$ cat src/rtl/vedic_dot_acc_if.sv
// Operand/result handshake bundle for vedic_dot_acc.
// The slave side is the accumulator; the master side is the operand source and result sink.
interface vedic_dot_acc_if #(
  parameter int ACC_W = 64,
  parameter int CNT_W = 8
);
  logic             in_valid;
  logic             in_ready;
  logic [31:0]      a;
  logic [31:0]      b;
  logic             in_last;
  logic             out_valid;
  logic             out_ready;
  logic [ACC_W-1:0] acc;
  logic [CNT_W-1:0] count;
  logic             ovf;

  modport master (
    output in_valid, a, b, in_last, out_ready,
    input  in_ready, out_valid, acc, count, ovf
  );

  modport slave (
    input  in_valid, a, b, in_last, out_ready,
    output in_ready, out_valid, acc, count, ovf
  );
endinterface

$ cat src/rtl/vedic_dot_acc.sv
// Streaming dot-product accumulator over vedic 32x32 products; VEDIC_ACC_SATURATE_EN clamps acc on overflow instead of wrapping.
// Latency: product register then accumulator register, so out_valid follows the last term's transfer by 2 edges; 1 term/cycle.
// Backpressure: in HOLD the result is frozen and in_ready stays low until out_ready; in_ready never depends on in_valid.
module vedic_nxn #(
  parameter int W = 32
) (
  input  logic [W-1:0]   x,
  input  logic [W-1:0]   y,
  output logic [2*W-1:0] p
);
  if (W == 2) begin : g_base
    logic t, u, c1, hh;
    assign t  = x[1] & y[0];
    assign u  = x[0] & y[1];
    assign c1 = t & u;
    assign hh = x[1] & y[1];
    assign p  = {hh & c1, hh ^ c1, t ^ u, x[0] & y[0]};
  end else begin : g_rec
    localparam int H = W / 2;
    logic [W-1:0] ll, lh, hl, hh;
    vedic_nxn #(.W(H)) u_ll (.x(x[H-1:0]), .y(y[H-1:0]), .p(ll));
    vedic_nxn #(.W(H)) u_lh (.x(x[H-1:0]), .y(y[W-1:H]), .p(lh));
    vedic_nxn #(.W(H)) u_hl (.x(x[W-1:H]), .y(y[H-1:0]), .p(hl));
    vedic_nxn #(.W(H)) u_hh (.x(x[W-1:H]), .y(y[W-1:H]), .p(hh));
    // Cross terms sit H bits up; the exact product always fits in 2W bits.
    assign p = {hh, ll} + {{H{1'b0}}, lh, {H{1'b0}}} + {{H{1'b0}}, hl, {H{1'b0}}};
  end
endmodule

module vedic_32x32 (
  input  logic [31:0] a,
  input  logic [31:0] b,
  output logic [63:0] p
);
  vedic_nxn #(.W(32)) u_core (.x(a), .y(b), .p(p));
endmodule

module vedic_dot_acc #(
  parameter int ACC_W = 64,
  parameter int CNT_W = 8
) (
  input logic           clk,
  input logic           rst,
  vedic_dot_acc_if.slave bus
);
  typedef enum logic {RUN, HOLD} state_t;

  state_t           state, state_nxt;
  logic [63:0]      prod;
  logic [63:0]      p_reg;
  logic             p_vld;
  logic             p_last;
  logic             first;
  logic [CNT_W-1:0] idx;
  logic [ACC_W-1:0] acc_q;
  logic [CNT_W-1:0] cnt_q;
  logic             ovf_q;
  logic             out_vld_q;
  logic [ACC_W-1:0] p_ext;
  logic [ACC_W:0]   sum;
  logic             xfer;
  logic             consume;
  logic             last_now;

  vedic_32x32 u_mul (.a(bus.a), .b(bus.b), .p(prod));

  assign bus.in_ready  = (state == RUN) && !(p_vld && p_last);
  assign bus.out_valid = out_vld_q;
  assign bus.acc       = acc_q;
  assign bus.count     = cnt_q;
  assign bus.ovf       = ovf_q;

  assign xfer     = bus.in_valid && bus.in_ready;
  assign consume  = (state == RUN) && p_vld;
  // The 2^CNT_W-th term of a frame closes it even without in_last.
  assign last_now = bus.in_last || (idx == {CNT_W{1'b1}});
  assign p_ext    = ACC_W'(p_reg);
  assign sum      = {1'b0, acc_q} + {1'b0, p_ext};

  always_ff @(posedge clk) begin
    if (rst) state <= RUN;
    else     state <= state_nxt;
  end

  always_comb begin
    state_nxt = state;
    case (state)
      RUN:     if (consume && p_last) state_nxt = HOLD;
      HOLD:    if (bus.out_ready)     state_nxt = RUN;
      default: state_nxt = RUN;
    endcase
  end

  always_ff @(posedge clk) begin
    if (rst) begin
      p_reg     <= '0;
      p_vld     <= 1'b0;
      p_last    <= 1'b0;
      idx       <= '0;
      first     <= 1'b1;
      acc_q     <= '0;
      cnt_q     <= '0;
      ovf_q     <= 1'b0;
      out_vld_q <= 1'b0;
    end else begin
      if (xfer) begin
        p_reg  <= prod;
        p_vld  <= 1'b1;
        p_last <= last_now;
        idx    <= last_now ? '0 : idx + CNT_W'(1);
      end else if (consume) begin
        p_vld <= 1'b0;
      end

      if (consume) begin
        if (first) begin
          acc_q <= p_ext;
          cnt_q <= '0;
          ovf_q <= 1'b0;
          first <= 1'b0;
        end else begin
`ifdef VEDIC_ACC_SATURATE_EN
          acc_q <= (ovf_q || sum[ACC_W]) ? {ACC_W{1'b1}} : sum[ACC_W-1:0];
`else
          acc_q <= sum[ACC_W-1:0];
`endif
          cnt_q <= cnt_q + CNT_W'(1);
          ovf_q <= ovf_q | sum[ACC_W];
        end
        if (p_last) out_vld_q <= 1'b1;
      end

      if (state == HOLD && bus.out_ready) begin
        out_vld_q <= 1'b0;
        first     <= 1'b1;
      end
    end
  end
endmodule
$ cat src/flat_wrapper.sv
// flat-port wrapper written by rule: the top's interface ports become plain ports
module vedic_dot_acc_flat 
#(
  parameter int ACC_W = 64,
  parameter int CNT_W = 8
)
  (clk, rst, bus_in_valid, bus_a, bus_b, bus_in_last, bus_out_ready, bus_in_ready, bus_out_valid, bus_acc, bus_count, bus_ovf);
  vedic_dot_acc_if #(.ACC_W(ACC_W), .CNT_W(CNT_W)) bus_i ();
  input logic clk;
  input logic rst;
  input wire logic [$bits(bus_i.in_valid)-1:0] bus_in_valid;
  input wire logic [$bits(bus_i.a)-1:0] bus_a;
  input wire logic [$bits(bus_i.b)-1:0] bus_b;
  input wire logic [$bits(bus_i.in_last)-1:0] bus_in_last;
  input wire logic [$bits(bus_i.out_ready)-1:0] bus_out_ready;
  output wire logic [$bits(bus_i.in_ready)-1:0] bus_in_ready;
  output wire logic [$bits(bus_i.out_valid)-1:0] bus_out_valid;
  output wire logic [$bits(bus_i.acc)-1:0] bus_acc;
  output wire logic [$bits(bus_i.count)-1:0] bus_count;
  output wire logic [$bits(bus_i.ovf)-1:0] bus_ovf;
  assign bus_i.in_valid = bus_in_valid;
  assign bus_i.a = bus_a;
  assign bus_i.b = bus_b;
  assign bus_i.in_last = bus_in_last;
  assign bus_i.out_ready = bus_out_ready;
  assign bus_in_ready = bus_i.in_ready;
  assign bus_out_valid = bus_i.out_valid;
  assign bus_acc = bus_i.acc;
  assign bus_count = bus_i.count;
  assign bus_ovf = bus_i.ovf;
  vedic_dot_acc #(.ACC_W(ACC_W), .CNT_W(CNT_W)) u_core (.clk(clk), .rst(rst), .bus(bus_i));
endmodule
$ cat config.mk
export PLATFORM = sky130hd
export DESIGN_NAME = vedic_dot_acc_flat
export DESIGN_NICKNAME = d
export VERILOG_FILES = /design/src/rtl/vedic_dot_acc_if.sv /design/src/rtl/vedic_dot_acc.sv /design/src/flat_wrapper.sv
export SDC_FILE = /design/constraint.sdc
export NUM_CORES = 2
export LEC_CHECK = 0
export ABC_AREA = 1
export CAP_MARGIN = 20
export CORE_MARGIN = 2
export CORE_UTILIZATION = 45
export CTS_BUF_LIST = sky130_fd_sc_hd__clkbuf_4 sky130_fd_sc_hd__clkbuf_8
export DETAILED_ROUTE_END_ITERATION = 8
export DONT_BUFFER_PORTS = 1
export GPL_ROUTABILITY_DRIVEN = 0
export HOLD_SLACK_MARGIN = 0.06
export PLACE_DENSITY = 0.62
export SYNTH_ARGS = -nofsm -noshare
export SYNTH_HDL_FRONTEND = slang
export SYNTH_SLANG_ARGS = --single-unit
$ cat constraint.sdc
create_clock -name clk -period 8.8 [get_ports clk]
set_input_delay 1.32 -clock clk [delete_from_list [all_inputs] [get_ports clk]]
set_output_delay 1.32 -clock clk [all_outputs]
set_load 0.1 [all_outputs]
After elaboration in Yosys (flattened, before gate mapping) --
Index checks and enable logic that the tools add are counted.
Word-level totals: word-level logic and storage cells 2254, flip-flop bits (word level) 150, output and inout bits 75, input bits 69
Cells by class: add/sub/neg operators 173, multiplexer cells 9, bitwise gates (word level) 2050, equality and inequality tests 1, reductions and logical operators 11
Operators by type and width (number):
- 1-bit AND | 1536
- 8-bit by 6-bit adder with 8-bit output | 128
- 16-bit by 12-bit adder with 16-bit output | 32
- 1-bit bitwise XOR | 512
- 32-bit by 24-bit adder with 32-bit output | 8
- 64-bit by 48-bit adder with 64-bit output | 2
- 64-bit by 64-bit adder with 65-bit output | 1
- 64-bit two-way mux | 1
- 8-bit by 1-bit adder with 8-bit output, second input constant | 2
- 8-bit two-way mux | 2
- 8-bit == test, second input constant | 1
- 1-bit logical AND | 6
- 1-bit two-way mux | 5
- 1-bit case mux with 2 select lines | 1
- 2-bit AND reduction | 1
- 2-bit nonzero test | 1
- 2-bit OR reduction | 1
- 1-bit logical NOT | 1
- 1-bit logical OR | 1
- 1-bit NOT | 1
- 1-bit bitwise OR | 1

Depth between registers and ports, before layout --
depth in word-level cells 11, gate-level depth with buffers 59

By module --
A second synthesis with hierarchy kept.
Second synthesis, totals: cell total of the unflattened synthesis 10900, area, all modules 65930.7 um^2
By module, submodules not included:
- vedic_nxn at u_core.u_mul.u_core.g_rec.u_hh.g_rec.u_hh.g_rec.u_hh.g_rec.u_hh ... | area each 55.1 um^2, cells each 10, seq. area each 0.0 um^2, instances 256
- vedic_dot_acc | area each 11651.2 um^2, cells each 2046, seq. area each 3002.9 um^2, instances 1
- vedic_nxn at u_core.u_mul.u_core.g_rec.u_hh.g_rec.u_hh.g_rec.u_hh ... | area each 292.8 um^2, cells each 43, seq. area each 0.0 um^2, instances 34
- vedic_nxn at u_core.u_mul.u_core.g_rec.u_hh.g_rec.u_lh.g_rec.u_ll ... | area each 269.0 um^2, cells each 37, seq. area each 0.0 um^2, instances 30
- vedic_nxn at u_core.u_mul.u_core.g_rec.u_hh.g_rec.u_hh ... | area each 685.7 um^2, cells each 110, seq. area each 0.0 um^2, instances 9
- vedic_nxn at u_core.u_mul.u_core | area each 4093.9 um^2, cells each 758, seq. area each 0.0 um^2, instances 1
- vedic_nxn at u_core.u_mul.u_core.g_rec.u_lh ... | area each 1746.7 um^2, cells each 301, seq. area each 0.0 um^2, instances 2
- vedic_nxn at u_core.u_mul.u_core.g_rec.u_hh.g_rec.u_ll ... | area each 696.9 um^2, cells each 110, seq. area each 0.0 um^2, instances 5
- vedic_nxn at u_core.u_mul.u_core.g_rec.u_hl | area each 1814.2 um^2, cells each 305, seq. area each 0.0 um^2, instances 1
- vedic_nxn at u_core.u_mul.u_core.g_rec.u_hh | area each 1717.9 um^2, cells each 297, seq. area each 0.0 um^2, instances 1
- vedic_nxn at u_core.u_mul.u_core.g_rec.u_ll.g_rec.u_lh ... | area each 693.2 um^2, cells each 110, seq. area each 0.0 um^2, instances 2

Worst setup path before layout --
Ideal clock, no wire load.
path type input -> register, start input bus_b[0], end register u_core.p_reg[61], in the netlist u_core.p_ext[61], stages on the path 51, path buffers 1, data required time 8.691 ns, arrival 9.434 ns, path slack -0.743 ns, cells stage by stage clkbuf_1 nand2_1 inv_1 ha_1 ha_1 inv_1 fa_1 inv_1 ha_1 fa_1 xor2_1 fa_1 ha_1 fa_1 nand3_1 nand2_1 a21oi_1 inv_1 [... 15 more ...] nand3_1 nand2_1 nand2_1 nand3_1 xor2_1 fa_1 ha_1 nand2_1 nor2_1 nand2_1 nor4_1 a21oi_1 nor2_1 inv_1 o21bai_2 nand3_1 nand2_1 inv_1
On the way: longest elaborated chain between the ends 11
Ends and longest elaborated chain:
- from (decl) | line flat_wrapper.sv:13 | input wire logic [$bits(bus_i.b)-1:0] bus_b;
- 1-bit AND | line vedic_dot_acc.sv:13 | assign t = x[1] & y[0];
- 1-bit AND | line vedic_dot_acc.sv:15 | assign c1 = t & u;
- 1-bit bitwise XOR or 1-bit AND (tied branches) | line vedic_dot_acc.sv:17 | assign p = {hh & c1, hh ^ c1, t ^ u, x[0] & y[0]};
- 8-bit by 6-bit adder with 8-bit output (2 in series) | line vedic_dot_acc.sv:26 | assign p = {hh, ll} + {{H{1'b0}}, lh, {H{1'b0}}} + {{H{1'b0}}, hl, {H{1'b0}}};
- 16-bit by 12-bit adder with 16-bit output (2 in series) | line vedic_dot_acc.sv:26
- 32-bit by 24-bit adder with 32-bit output (2 in series) | line vedic_dot_acc.sv:26
- 64-bit by 48-bit adder with 64-bit output | line vedic_dot_acc.sv:26
- 64-bit by 48-bit adder with 64-bit output * | line vedic_dot_acc.sv:26
- to (signal assigned) | line vedic_dot_acc.sv:107 | p_reg <= prod;
- to (decl) | line vedic_dot_acc.sv:50 | logic [63:0] p_reg;
Mark *: on every way between the ends. The rest lies on a longest branch, timed or not. A chain may end at the register's enable or synchronous reset.

Worst setup path in the final report --
start input bus_a[0], end register u_core.p_reg[63], in the netlist u_core.p_ext[63]
On the way: longest elaborated chain between the ends 11
Ends and longest elaborated chain:
- from (decl) | line flat_wrapper.sv:12 | input wire logic [$bits(bus_i.a)-1:0] bus_a;
- 1-bit AND | line vedic_dot_acc.sv:14 | assign u = x[0] & y[1];
- 1-bit AND | line vedic_dot_acc.sv:15
- 1-bit bitwise XOR or 1-bit AND (tied branches) | line vedic_dot_acc.sv:17
- 8-bit by 6-bit adder with 8-bit output (2 in series) | line vedic_dot_acc.sv:26
- 16-bit by 12-bit adder with 16-bit output (2 in series) | line vedic_dot_acc.sv:26
- 32-bit by 24-bit adder with 32-bit output (2 in series) | line vedic_dot_acc.sv:26
- 64-bit by 48-bit adder with 64-bit output * (2 in series) | line vedic_dot_acc.sv:26
Marks and branches as above.

==> flow_summary.ini <==
[clock_network]
cts_tree = yes
numCtsBuffers = 17
clockBufferDepth = 2
clock-root-buffer = clkbuf_8
cts_sinks = 150
ctsHoldBuffers = 0
cts_max_level = 4
clock_latency_ps = 500
clk_pin_slew_ps = 90

[cells_and_area]
final_net_count = 10632
drive_above_1_share = 0.114
n_antenna_cell = 0
final_cell_area_um2 = 65900
finalCoreUtilization = 0.515
fill_cells = 12615
area_growth_pct = 13.4

[drt]
totalWireLength_um = 170000
wl_per_cell_um = 16.0
viasPerCell = 4.94
drtIter0Drc = 3013
vias = 52416
dr.pass1.iters = 5
drcViolationCount = 0
ant_nets = 0

[synth]
synth_seq_cells = 150
yosys.area_share.simple = 0.189
synth_enable_flop_cells = 0
yosys_warnings = 0
synth_top_family_by_area = adder cells
syn_avg_cell_area_um2 = 6.68
syn-cell-area_um2 = 58100
synth-compound-area-share = 0.0898
synth_adder_area_share = 0.423
yosysUniqueCellTypes = 52
ys_seq_area_frac = 0.0517
async_reset_ff_frac = 0
syn_inst = 8696
ys.flop_type = dfxtp_1
synth.area.mux_share = 0
synthXorXnorAreaFrac = 0.0662
syn-num-nets = 10389

[grt]
grt_pass1_wl_um = 270000
grt_usage = 0.254
grt_antenna_before_repair = 5
grt_pass1_vias = 52079
overflow = 0
grt_start_max_net_pins = 100

[floorplanning]
io_pins = 144
initial_core_util = 0.455
dieHeight_um = 363
fp.dieW_um = 363
num_rows = 131
core_um2 = 128000
dieArea_um2 = 132000

[run_status]
status = finished, violations left
violations = setup timing

[setup_path]
setup.worst_path.start_class = primary input
rr_endpoint = u_core.bus.acc[54]
r2r_slack_ps = 4790
r2r-start = u_core.bus.acc[0]
path_class = in -> reg
r2r_cells = 16
arrival_ps = 9400
max_stage_delay_ps = 570
crit_path_top_delay_cell = fa_1
endpoint_kind = flop
required_ps = 9200
crit_top_cell = nand2_2
cp_max_fo = 32
critPathLaunch = bus_a[0]

[min_path]
hold_class = reg -> reg
worstHoldStart = u_core.p_ext[9]
whs_path_depth = 2
hold_end = u_core.p_ext[9]

[timing]
finalClockSkew_ps = 14.6
maxSlewViolCount = 0
grt_setup_unrepaired = yes
relSlewSlack = 0.227
fin_ws_ps = -202
worst_pin_slew_ps = 1160
period_minus_slack_ps = 9000
hold_violations = 0
max_freq_mhz = 111
setup_viol = 21
setup_tns_ps = -1550
fin_crit_sh = 1.02

[placed_design]
port_buffers = 0
place_area_um2 = 63100
hpwlAfterDp_um = 135000

[run]
drv_cap = 0
layout make-up:
class                      instances  area, µm²  share of cell area
inverter                        2546       9570               0.145
sequential                       150       3000              0.0456
clock buffer                      17        234             0.00355
tap                             1662       2080              0.0316
multi-input combinational       5753      47200               0.717
timing repair buffer             471       3590              0.0545
clock inverter                    15        191             0.00290
worst max path at each step:
stage / end / slack, ps / cells after the start
6_report: u_core.p_ext[63] / -200 / 53
5_1_grt: u_core.p_ext[63] / -570 / 56
4_1_cts: u_core.p_ext[50] / 0.4 / 49
3_5_place_dp: u_core.p_ext[62] / -840 / 55
3_3_place_gp: u_core.p_ext[63] / -790 / 56
2_1_floorplan: u_core.p_ext[63] / -180 / 54
cells by family (layout without fill, tap and decap cells):
family / Yosys count / in the layout
compound gates: 971 / 971
flops: 150 / 150
xor+xnor: 437 / 437
fa+ha+maj: 1624 / 1624
simple gates: 2721 / 2721
buf+inv: 2793 / 3049
what timing repair did:
action | in CTS | in global routing
pin swaps | 72 | 201
resized for setup | 111 | 345
setup buffers | 15 | 32
setup endpoints to repair | 28 | 40
stage by stage:
stage | setup WS (ps) | std cells | hold slack (ps)
2_1_floorplan | -177 | 8696 | 448
3_3_place_gp | -789 | 10537 | 466
3_5_place_dp | -842 | 10537 | 475
4_1_cts | 0.397 | 10584 | 489
5_1_grt | -570 | 10614 | 515
6_report | -202 | 10614 | 487
synth_stat cells, drive strengths merged (6+ instances only):
cell type	count	area share
xnor2	137	0.021
nor2	314	0.021
a21oi	586	0.051
a31oi	25	0.0027
nand2	1999	0.13
and3	6	0.00065
or2	6	0.00065
fa	566	0.20
ha	1058	0.23
a21boi	8	0.0010
dfxtp	150	0.052
nand3b	7	0.00090
nor3	35	0.0034
o221ai	6	0.00090
clkbuf	238	0.015
buf	9	0.00075
o211ai	12	0.0016
nand3	315	0.027
a21o	25	0.0032
nand4	26	0.0028
xor2	300	0.046
o21ai	246	0.021
o21bai	50	0.0065
inv	2543	0.16
layer usage:
| metal | up-vias | part of all wire | routed length, µm | global-route usage |
|---|---|---|---|---|
| met1 | 24594 | 0.45 | 76600 | 0.336 |
| met2 | 1170 | 0.47 | 79500 | 0.443 |
| met3 | 216 | 0.056 | 9520 | 0.0259 |
| li1 | 26436 | - | - | - |
| met5 | - | 0 | 0 | 0 |
| met4 | 0 | 0.026 | 4390 | 0.0613 |
state kept, by name, summed over array words and instances (netlist names), 8 cells and up:
| name | count |
|---|---|
| u_core.p_ext | 64 |
| u_core.idx | 8 |
| u_core.bus.count | 8 |
| u_core.bus.acc | 64 |
placed cells by master, fill, tap and decap left out, drive strengths merged, types with 26 or more instances in the layout:
master,instances
a21oi,586
buf,471
dfxtp,150
fa,566
ha,1058
inv,2550
nand2,1999
nand3,315
nand4,26
nor2,314
nor3,35
o21ai,246
o21bai,50
xnor2,137
xor2,300
worst max-delay path, delay by kind of cell:
family,cells,cell delay [ps]
compound gates,10,1420
xor+xnor,2,290
fa+ha+maj,10,3840
buf+inv,7,350
simple gates,24,2100
Power is left out: the tool's default activity adds up to more than one toggle a clock period on the data nets, which glitch-free logic cannot reach.
